**src/rtl/pipeline_pkg.sv**
```systemverilog
// pipeline_pkg: shared pipeline-control encodings and operand-match helper
package pipeline_pkg;
   typedef enum logic [1:0] {RUN = 2'b00, STALL = 2'b01, FLUSH = 2'b10} pipeState_t;
   typedef enum logic [1:0] {NONE = 2'b00, LU = 2'b01, BEX = 2'b10, BMEM = 2'b11} stallReason_t;
   localparam logic [4:0] REG_ZERO = 5'd0;
   function automatic logic srcMatch(input logic [4:0] r, input logic [4:0] rs, input logic [4:0] rt, input logic usesRt);
      return (r != REG_ZERO) && (r == rs || (usesRt && r == rt));
   endfunction
endpackage

```
**src/rtl/sat_counter.sv**
```systemverilog
// sat_counter: saturating up-counter with synchronous clear over increment
module sat_counter #(
   parameter int W = 16
) (
   input  logic         clk,
   input  logic         reset,
   input  logic         clr,
   input  logic         inc,
   output logic [W-1:0] count
);
   always_ff @(posedge clk or negedge reset)
      if (!reset) count <= '0;
      else if (clr) count <= '0;
      else if (inc && !(&count)) count <= count + W'(1);
endmodule

```
**src/rtl/hazard_detection_unit.sv**
```systemverilog
// hazard_detection_unit: load-use/branch-operand stall and branch/jump flush control
module hazard_detection_unit
   import pipeline_pkg::*;
#(
   parameter int CNT_W     = 16,
   parameter int MAX_STALL = 2
) (
   input  logic             clk,
   input  logic             reset,
   input  logic [4:0]       IF_ID_RegisterRs,
   input  logic [4:0]       IF_ID_RegisterRt,
   input  logic             IF_ID_UsesRt,
   input  logic             ID_Branch,
   input  logic             ID_BranchTaken,
   input  logic             ID_Jump,
   input  logic             ID_EX_MemRead,
   input  logic             ID_EX_RegWrite,
   input  logic [4:0]       ID_EX_RegisterRd,
   input  logic             EX_MEM_MemRead,
   input  logic [4:0]       EX_MEM_RegisterRd,
   input  logic             Counter_Clear,
   output logic             PC_Write,
   output logic             IF_ID_Write,
   output logic             ID_EX_Bubble,
   output logic             IF_ID_Flush,
   output logic [1:0]       Pipe_State,
   output logic [1:0]       Stall_Reason,
   output logic [CNT_W-1:0] Stall_Count,
   output logic [CNT_W-1:0] Flush_Count,
   output logic             Hazard_Error
);
   localparam int CW = $clog2(MAX_STALL + 1) + 1;
   localparam logic [CW-1:0] MAX_RUN = CW'(MAX_STALL);
   logic hzLu, hzBex, hzBmem, stall, exMatch;
   logic [CW-1:0] stallRun;
   pipeState_t state, nextState;
   stallReason_t reason, nextReason;
   assign exMatch = srcMatch(ID_EX_RegisterRd, IF_ID_RegisterRs, IF_ID_RegisterRt, IF_ID_UsesRt);
   assign hzLu = ID_EX_MemRead && exMatch;
   assign hzBex = ID_Branch && ID_EX_RegWrite && exMatch;
   assign hzBmem = ID_Branch && EX_MEM_MemRead && srcMatch(EX_MEM_RegisterRd, IF_ID_RegisterRs, IF_ID_RegisterRt, IF_ID_UsesRt);
   assign stall = hzLu | hzBex | hzBmem;
   assign PC_Write = !stall;
   assign IF_ID_Write = !stall;
   assign ID_EX_Bubble = stall;
   // a pending operand makes the comparator result meaningless, so stall wins
   assign IF_ID_Flush = !stall && (ID_Jump || (ID_Branch && ID_BranchTaken));
   assign Pipe_State = state;
   assign Stall_Reason = reason;
   always_comb begin
      nextState = stall ? STALL : IF_ID_Flush ? FLUSH : RUN;
      nextReason = hzBmem ? BMEM : hzBex ? BEX : hzLu ? LU : NONE;
   end
   always_ff @(posedge clk or negedge reset)
      if (!reset) begin
         state <= RUN;
         reason <= NONE;
         stallRun <= '0;
         Hazard_Error <= 1'b0;
      end else begin
         state <= nextState;
         reason <= nextReason;
         stallRun <= !stall ? '0 : stallRun >= MAX_RUN ? stallRun : stallRun + CW'(1);
         if (stall && stallRun >= MAX_RUN) Hazard_Error <= 1'b1;
      end
   sat_counter #(.W(CNT_W)) stallCounter (.clk(clk), .reset(reset), .clr(Counter_Clear), .inc(stall), .count(Stall_Count));
   sat_counter #(.W(CNT_W)) flushCounter (.clk(clk), .reset(reset), .clr(Counter_Clear), .inc(IF_ID_Flush), .count(Flush_Count));
endmodule

```
**config.mk**
```make
export PLATFORM = sky130hd
export DESIGN_NAME = hazard_detection_unit
export DESIGN_NICKNAME = d
export VERILOG_FILES = /design/src/rtl/pipeline_pkg.sv /design/src/rtl/sat_counter.sv /design/src/rtl/hazard_detection_unit.sv
export SDC_FILE = /design/constraint.sdc
export NUM_CORES = 1
export LEC_CHECK = 0
export BUFFER_PORTS_ARGS = -buffer_cell sky130_fd_sc_hd__buf_4
export CORE_MARGIN = 5
export CORE_UTILIZATION = 55
export DETAILED_ROUTE_END_ITERATION = 6
export MAX_ROUTING_LAYER = met4
export PLACE_DENSITY_LB_ADDON = 0.12
export SETUP_SLACK_MARGIN = 0.1
export SLEW_MARGIN = 10
export SYNTH_ARGS = -nofsm -noshare
export SYNTH_HDL_FRONTEND = slang
export SYNTH_SLANG_ARGS = --single-unit
```
**constraint.sdc**
```tcl
create_clock -name clk -period 3.15 [get_ports clk]
set_input_delay 0.315 -clock clk [delete_from_list [all_inputs] [get_ports clk]]
set_output_delay 0.315 -clock clk [all_outputs]
set_load 0.02 [all_outputs]
```
==> flow_summary.yaml, run 1 <==
run_status:
  outcome: "finished with violations"
  violations: "hold timing"
timing:
  layout_min_cycle_time_ns: 2.73
  slew_violations: 0
  fin_crit_sh_pct: 86.6
  setup_viol: 0
  fmax_ghz: 0.367
  finClkSkew_ns: 0.00246
  final-hold-violation-count: 1
  tightest_slew_ns: 1.06
  hold_slack_ns: -0.00121
  setup_tns_ns: 0
  rsz0062_at_grt: "false"
  relSlewSlack_pct: 29.3
  setup_ws_ns: 0.424
logic_synthesis:
  avgSynthCellArea_um2: 9.11
  syn_nets: 307
  yosysSeqAreaShare_pct: 40.3
  synth-async-reset-ratio_pct: 100
  ys_ff_latch: 40
  synth_cell_type_count: 45
  synth_area_leaders: "dfrtp_1 40%, xor2_1 6.3%, or4_1 5.1%, a21oi_1 5.0%, o31ai_1 3.9%"
  syn_area_um2: 2490
  synth_top_area_cell: "dfrtp_1"
  ys.flop_type: "dfrtp_1"
  synth_warnings: 0
  synth_top_area_share_pct: 40.3
  synth_cells: 273
  synth_edf_count: 0
layout:
  drive_gt1_share_pct: 28.7
  finalNetCount: 372
  n_antenna_cell: 0
  nFillCells: 391
  multi_input_area_um2: 1380
  final_common_cell: "buf_4"
  layout-area-overhead-vs-synth_pct: 24.6
  final_cell_mix: "74 x buf_4, 40 x dfrtp_1, 25 x a21oi_1"
  regArea_um2: 1000
  fin_util_pct: 70.7
floorplanning:
  core_area_um2: 4380
  io-pin-count: 71
  die_y_um: 77.2
  floorplan.initialDensity_pct: 56.7
  dieArea_um2: 5960
  fp.dieW_um: 77.2
  row_count: 24
drt:
  drt_iter0_markers: 108
  first_pass_iters: 4
  drc: 0
  drt-wirelength-per-cell_um: 16.0
  routed_wl_mm: 6.25
  post_drt_via_cell_ratio: 5.97
  vias: 2329
  antenna_left: 0
clock_tree:
  worstSkewPairLatency_ns: 0.29
  cts_tree: "yes"
  post_cts_buffers: 0
  cts_root_buffer: "clkbuf_8"
  numCtsBuffers: 5
  clockBufferDepth: 2
  path_clk_slew_ns: 0.08
  post_cts_resized: 0
  numClockSinks: 40
  ctsHoldBuffers: 0
  htree_levels: 2
power_and_ir_drop:
  p_clk_share_pct: 32.7
  comb_power_share_pct: 15.2
  powerDensity_nw_per_um2: 327
  worst_ir_drop_vdd_mv: 0.325
  internal_power_uw: 736
  power.leakage_nw: 1.39
  switching_share_pct: 27.3
  seqPwrFrac_pct: 52.2
  p_switching_uw: 277
grt:
  overflow: 0
  grtUsageTotal_pct: 22.3
  grt_pass1_wl_mm: 10.9
  grt_pass1_vias: 2272
  antenna_found_initial: 0
  grt_max_degree: 43
critical_path:
  critPathKind: "in -> out"
  reg2reg_slack_ns: 0.94
  crit_chain: "buf_4, xor2_1, nor4_1, a32oi_1, o221ai_1, inv_1, buf_4"
  crit_family: "compound AO/OA/AOI/OAI gates"
  cp_common_cell: "buf_4"
  critPathBufInv: 3
  crit_path_start_kind: "input pin"
  cpMaxStageDelayCell: "o221ai_1"
  cpPeakStageDelay_ns: 0.88
  crit_required_ns: 2.83
  cp-end-kind: "output port"
  crit_path_max_fanout: 14
  arrival_ns: 2.41
place:
  portBuffers: 70
  globalplace.congestion: 0.920
  dp_slack_ns: 0.494
  hpwl_mm: 4.40
run:
  maxCapViolations: 0
hold_path:
  holdCritPathClass: "in -> async"
flip-flops by register name, indices dropped and copies added (netlist names):
name / count
flushCounter.count: 16
stallCounter.count: 16
stallRun: 3
Pipe_State: 2
Stall_Reason: 2
Hazard_Error: 1
metrics by stage:
step / power (mW) / cell area, um2 / instances
finish: 1.01 / 3100 / 390
global route: 1.06 / 3100 / 390
CTS: 1.02 / 3100 / 390
detailed placement: 0.692 / 3020 / 383
global placement: 0.689 / 3020 / 383
floorplan: 0.615 / 2490 / 273
power groups by stage:
stage / Sequential, mW / Clock (mW) / Combinational, mW
2_1_floorplan: 0.546 / 0 / 0.0690
3_3_place_gp: 0.538 / 0 / 0.151
3_5_place_dp: 0.538 / 0 / 0.153
4_1_cts: 0.528 / 0.335 / 0.154
5_1_grt: 0.530 / 0.360 / 0.169
6_report: 0.528 / 0.331 / 0.154
final timing paths:
| path | startpoint | endpoint | cells past startpoint |
|---|---|---|---|
| worst max-delay path | ID_EX_RegisterRd[4] | IF_ID_Flush | 7 |
| worst min-delay path | reset | Pipe_State[1] | 1 |
| worst max register to register | flushCounter.count[0] | flushCounter.count[9] | 6 |
| worst min register to register | Hazard_Error | Hazard_Error | 1 |
| max in group asynchronous | reset | stallCounter.count[14] | 1 |
| min in group clk | ID_EX_MemRead | Stall_Reason[0] | 3 |
cells by family (layout without fill, tap and decap cells):
kind of cell	count (synthesis)	count (layout)	share of synthesized area, %
simple gates	118	118	26.4
compound gates	60	60	15.9
flops	40	40	40.3
buf+inv	22	87	4.38
xor+xnor	21	21	7.40
mux	8	8	3.62
fa+ha+maj	4	4	2.01
synthesized netlist by cell type, types with 2 or more instances:
master / n
o32ai_1: 2
and4_1: 3
mux2_2: 8
a21oi_1: 25
or4_1: 17
nand4_1: 4
inv_1: 5
ha_1: 4
xor2_1: 18
o21ai_0: 5
a31o_2: 2
or2_2: 2
and3_1: 7
buf_6: 2
a21o_1: 2
nand2b_1: 2
nor2b_1: 9
nor3b_1: 2
dfrtp_1: 40
nor3_1: 10
nor2_1: 22
nor4_1: 4
or3_1: 3
o31ai_1: 13
a32oi_1: 2
nand2_1: 13
buf_2: 6
xnor2_1: 3
clkbuf_1: 7
nand3_1: 16
area by class of cell:
type,instances,share of cell area [%]
multi-input combinational,211,44.4
sequential,40,32.3
timing repair buffer,74,17.9
clock buffer,6,2.34
tap,52,2.10
inverter,6,0.727
clock inverter,1,0.162
routing by layer:
| layer | global-route usage, % | share of wire, % | vias up | wire length (um) |
|---|---|---|---|---|
| met4 | 5.50 | 1.1 | 0 | 66 |
| met3 | 5.50 | 5.2 | 8 | 326 |
| li1 | - | - | 1138 | - |
| met1 | 30.6 | 46 | 1123 | 2890 |
| met2 | 33.1 | 47 | 60 | 2960 |
| met5 | - | 0 | - | 0 |
Power figures use the tool's default switching activity.
==> run 2, diff against run 1 <==
==> constraint.sdc (replaced) <==
create_clock -name clk -period 3.15 [get_ports clk]
set_input_delay 0.315 -clock clk [delete_from_list [all_inputs] [get_ports clk]]
set_output_delay 0.315 -clock clk [all_outputs]
set_load 0.01 [all_outputs]
==> run 2 against run 1 <==
Net effect: critical path depth unchanged; combinational power down 6%; largest power group unchanged; core utilization up 0.34 points; count of clock-buffer cells in the layout unchanged; flip-flop and latch count unchanged; via count up 0.94%; the flow still finishes with violations (hold timing); fmax up 2.5%.
==> flow_summary.yaml, run 2 (synthesized netlist as in run 1, its figures left out) <==
timing:
  fin_crit_sh_pct: 84.4
  final-hold-violation-count: 5
  hold_slack_ns: -0.00499
  setup_viol: 0
  layout_min_cycle_time_ns: 2.66
  setup_tns_ns: 0
  slew_violations: 0
  relSlewSlack_pct: 30.6
  finClkSkew_ns: 0.00466
  tightest_slew_ns: 1.04
  rsz0062_at_grt: "false"
  fmax_ghz: 0.376
place:
  portBuffers: 70
  globalplace.congestion: 0.919
  hpwl_mm: 4.35
floorplanning:
  core_area_um2: 4380
  die_y_um: 77.2
  floorplan.initialDensity_pct: 56.7
  row_count: 24
  fp.dieW_um: 77.2
  io-pin-count: 71
  dieArea_um2: 5960
clock_tree:
  numClockSinks: 40
  clockBufferDepth: 2
  cts_root_buffer: "clkbuf_8"
  cts_tree: "yes"
  post_cts_resized: 0
  path_clk_slew_ns: 0.07
  htree_levels: 2
  ctsHoldBuffers: 0
  worstSkewPairLatency_ns: 0.29
  post_cts_buffers: 0
  numCtsBuffers: 5
critical_path:
  r2r_start: "flushCounter.count[2]"
  cp-end-kind: "output port"
  crit_path_start_kind: "input pin"
  worstSetupEndpoint: "IF_ID_Flush"
  startpoint: "ID_EX_RegisterRd[4]"
  reg2reg_depth: 6
  arrival_ns: 2.34
  crit_path_max_fanout: 14
  r2r-end: "flushCounter.count[15]"
  crit_required_ns: 2.83
  reg2reg_slack_ns: 0.94
  critPathKind: "in -> out"
layout:
  layout-area-overhead-vs-synth_pct: 25.2
  reg_top3: "flushCounter.count (16), stallCounter.count (16), stallRun (3)"
  drive_gt1_share_pct: 29.2
  finalNetCount: 372
  n_antenna_cell: 0
  regArea_um2: 1000
  fin_util_pct: 71.0
  nFillCells: 376
  final_common_cell: "buf_4"
  multi_input_area_um2: 1380
  final_cell_mix: "74 x buf_4, 40 x dfrtp_1, 25 x a21oi_1"
drt:
  post_drt_via_cell_ratio: 6.01
  antenna_left: 0
  drc: 0
  drt-wirelength-per-cell_um: 15.4
  vias: 2351
  routed_wl_mm: 6.03
  first_pass_iters: 4
  drt_iter0_markers: 129
hold_path:
  holdCritPathClass: "in -> async"
grt:
  antenna_found_initial: 0
  grtUsageTotal_pct: 20.9
  grt_pass1_wl_mm: 10.2
  grt_pass1_vias: 2235
  overflow: 0
  grt_max_degree: 43
run_status:
  violations: "hold timing"
  outcome: "finished with violations"
power_and_ir_drop:
  power.leakage_nw: 1.40
  worst_ir_drop_vdd_mv: 0.329
  powerDensity_nw_per_um2: 330
run:
  maxCapViolations: 0
[run 2: changes by cell type in the layout (fill, tap and decap cells not counted), sizes merged]
cell    delta
clkinv     +1
[run 2: report_power, final]
part | total, mW | internal [mW] | switching [mW] | leakage [nW]
Combinational | 0.145 | 0.0642 | 0.0812 | 0.791
Clock | 0.354 | 0.175 | 0.179 | 0.0510
Sequential | 0.528 | 0.521 | 0.00775 | 0.554
[run 2: critical path, stage by stage]
cell and delay (ns):
buf_4 0.13, xor2_1 0.16, nor4_1 0.28, a32oi_1 0.21
o221ai_1 0.86, inv_1 0.19, buf_4 0.21
[run 2: per-stage QoR]
stage	power [mW]	setup WS (ns)	area [um2]	hold WS [ns]	instances
global route	1.08	0.289	3110	0.0427	391
CTS	1.04	0.502	3110	0.0173	391
finish	1.03	0.491	3110	-0.00499	391
detailed placement	0.683	0.488	3020	0.336	383
global placement	0.681	0.551	3020	0.330	383
floorplan	0.607	0.971	2490	0.0194	273
[run 2: worst min-delay path by stage]
stage          startpoint  cells past startpoint                endpoint  slack, ns
2_1_floorplan       reset                      0            Hazard_Error       0.02
3_3_place_gp        reset                      1           Pipe_State[1]       0.33
3_5_place_dp        reset                      1  flushCounter.count[15]       0.34
4_1_cts             reset                      1  stallCounter.count[14]       0.02
5_1_grt             reset                      1             stallRun[0]       0.04
6_report            reset                      1  flushCounter.count[15]     -0.005
[run 2: final cells by class]
cell class | count | share of cell area (%)
clock buffer | 6 | 2.65
timing repair buffer | 74 | 17.8
sequential | 40 | 32.2
multi-input combinational | 211 | 44.2
tap | 52 | 2.09
clock inverter | 2 | 0.322
inverter | 6 | 0.723
[run 2: metal layers]
metal,track usage (%),up-vias,part of all wire [%]
li1,-,1138,-
met1,26.4,1133,45
met2,34.0,73,48
met3,4.92,7,6.3
met4,4.98,0,0.91
met5,-,-,0
==> run 3, diff against run 2 <==
--- a/config.mk
+++ b/config.mk
@@ -7,7 +7,7 @@
 export LEC_CHECK = 0
 export BUFFER_PORTS_ARGS = -buffer_cell sky130_fd_sc_hd__buf_4
 export CORE_MARGIN = 5
-export CORE_UTILIZATION = 55
+export CORE_UTILIZATION = 47
 export DETAILED_ROUTE_END_ITERATION = 6
 export MAX_ROUTING_LAYER = met4
 export PLACE_DENSITY_LB_ADDON = 0.12
==> constraint.sdc (replaced) <==
create_clock -name clk -period 2.43 [get_ports clk]
set_input_delay 0.243 -clock clk [delete_from_list [all_inputs] [get_ports clk]]
set_output_delay 0.243 -clock clk [all_outputs]
set_load 0.01 [all_outputs]
==> run 3 against run 2 <==
Net effect: the run now ends clean; critical path depth shrank 1; global-route usage shrank 1.2 points; flip-flop and latch count is the same; count of clock-buffer cells in the layout is the same; die area grew 15%; final cell count grew 6.9%; critical endpoint is now flushCounter.count[2].
==> flow_summary.yaml, run 3 (synthesized netlist as in run 1, its figures left out) <==
critical_path:
  cp-end-kind: "flip-flop"
  cpMaxStageDelayCell: "and3_1"
  r2r-end: "flushCounter.count[2]"
  crit_family: "simple AND/OR/NAND/NOR gates"
  crit_path_max_fanout: 16
  reg2reg_slack_ns: 0.27
  crit_path_start_kind: "flip-flop"
  critPathKind: "reg -> reg"
  crit_chain: "ha_1, and4_1, and3_1, nor2_1, and3_1, mux2_2"
  r2r_start: "flushCounter.count[1]"
  startpoint: "flushCounter.count[1]"
  cpPeakStageDelay_ns: 0.51
  cp_common_cell: "and3_1"
  arrival_ns: 2.35
  crit_required_ns: 2.62
  critPathBufInv: 0
  reg2reg_depth: 6
timing:
  setup_ws_ns: 0.268
  relSlewSlack_pct: 64.3
  fin_crit_sh_pct: 89.0
  setup_viol: 0
  fmax_ghz: 0.462
  layout_min_cycle_time_ns: 2.16
  setup_tns_ns: 0
  hold_slack_ns: 0.213
  finClkSkew_ns: 0.00792
  tightest_slew_ns: 0.536
  rsz0062_at_grt: "false"
  final-hold-violation-count: 0
  slew_violations: 0
grt:
  grtUsageTotal_pct: 19.7
  grt_max_degree: 43
  overflow: 0
  antenna_found_initial: 0
  grt_pass1_wl_mm: 10.3
  grt_pass1_vias: 2293
clock_tree:
  post_cts_resized: 0
  cts_root_buffer: "clkbuf_8"
  numClockSinks: 40
  post_cts_buffers: 0
  path_clk_slew_ns: 0.08
  worstSkewPairLatency_ns: 0.30
  clockBufferDepth: 2
  htree_levels: 2
  cts_tree: "yes"
  numCtsBuffers: 5
  ctsHoldBuffers: 1
hold_path:
  holdCritPathClass: "in -> reg"
  worstHoldPathCells: 3
  holdPathEnd: "Stall_Reason[0]"
  min-delay-start: "ID_EX_MemRead"
layout:
  reg_top3: "flushCounter.count (16), stallCounter.count (16), stallRun (3)"
  final_cell_mix: "82 x buf_4, 40 x dfrtp_1, 25 x a21oi_1"
  final_common_cell: "buf_4"
  drive_gt1_share_pct: 30.5
  finalNetCount: 382
  fin_util_pct: 62.9
  finalNonFillerCells: 418
  layout-area-overhead-vs-synth_pct: 29.1
  n_antenna_cell: 0
place:
  hpwl_mm: 4.46
  portBuffers: 70
  globalplace.congestion: 0.877
  placed_cells: 410
  dp_slack_ns: 0.162
power_and_ir_drop:
  worst_ir_drop_vdd_mv: 0.278
  internal_power_uw: 962
  p_switching_uw: 349
  comb_power_share_pct: 15.2
  switching_share_pct: 26.6
  seqPwrFrac_pct: 52.1
  power.leakage_nw: 1.44
  powerDensity_nw_per_um2: 409
  p_clk_share_pct: 32.7
drt:
  vias: 2366
  drt_iter0_markers: 104
  drc: 0
  drt-wirelength-per-cell_um: 14.8
  routed_wl_mm: 6.20
  first_pass_iters: 4
  antenna_left: 0
  post_drt_via_cell_ratio: 5.66
floorplanning:
  io-pin-count: 71
  die_y_um: 82.7
  fp.dieW_um: 82.7
  core_area_um2: 5110
  dieArea_um2: 6840
  row_count: 26
  floorplan.initialDensity_pct: 48.7
run:
  maxCapViolations: 0
run_status:
  outcome: "completed"
==> run 3: cell count changes in the layout (fill, tap and decap cells not counted) <==
cell	change
clkbuf_8	-1
buf_4	+8
dlygate4sd3_1	+1
clkinv_2	-1
buf_12	+1
clkbuf_1	+1
==> run 3: layer usage <==
layer	up-vias	wire length, um	track usage [%]
li1	1161	-	-
met1	1153	2860	25.4
met2	46	3020	32.0
met3	6	274	4.01
met4	0	42	4.90
met5	-	0	-
==> run 3: worst max path at each step <==
stage,end,slack (ns),cells after the start
after floorplan,flushCounter.count[3],0.37,7
after global placement,flushCounter.count[15],0.22,8
after detailed placement,stallCounter.count[14],0.16,8
after CTS,flushCounter.count[2],0.27,6
after global routing,flushCounter.count[2],0.12,6
final,flushCounter.count[2],0.27,6
==> run 3: worst min-delay path: cells and delay by family <==
family	cells	cell delay [ns]
AOI/OAI and AO/OA	1	0.07
buffers and inverters	1	0.11
and+or+nand+nor	1	0.05
==> run 3: through the flow <==
step	power [mW]	cell area, um2
after floorplan	0.787	2490
after global routing	1.38	3210
final	1.31	3210
after global placement	0.893	3120
after detailed placement	0.896	3120
after CTS	1.32	3210
==> run 3: layout make-up <==
type,count,area (um2)
Clock buffer,6,72.6
Clock inverter,1,5.00
Fill cell,480,1900
Inverter,6,22.5
Multi-Input combinational cell,211,1380
Sequential cell,40,1000
Tap cell,70,87.6
Timing Repair Buffer,84,646
==> run 3: power groups by stage <==
stage	Clock [mW]	Combinational, mW	Sequential (mW)
2_1_floorplan	0	0.0865	0.701
3_3_place_gp	0	0.198	0.695
3_5_place_dp	0	0.200	0.696
4_1_cts	0.439	0.202	0.683
5_1_grt	0.471	0.221	0.684
6_report	0.429	0.200	0.683
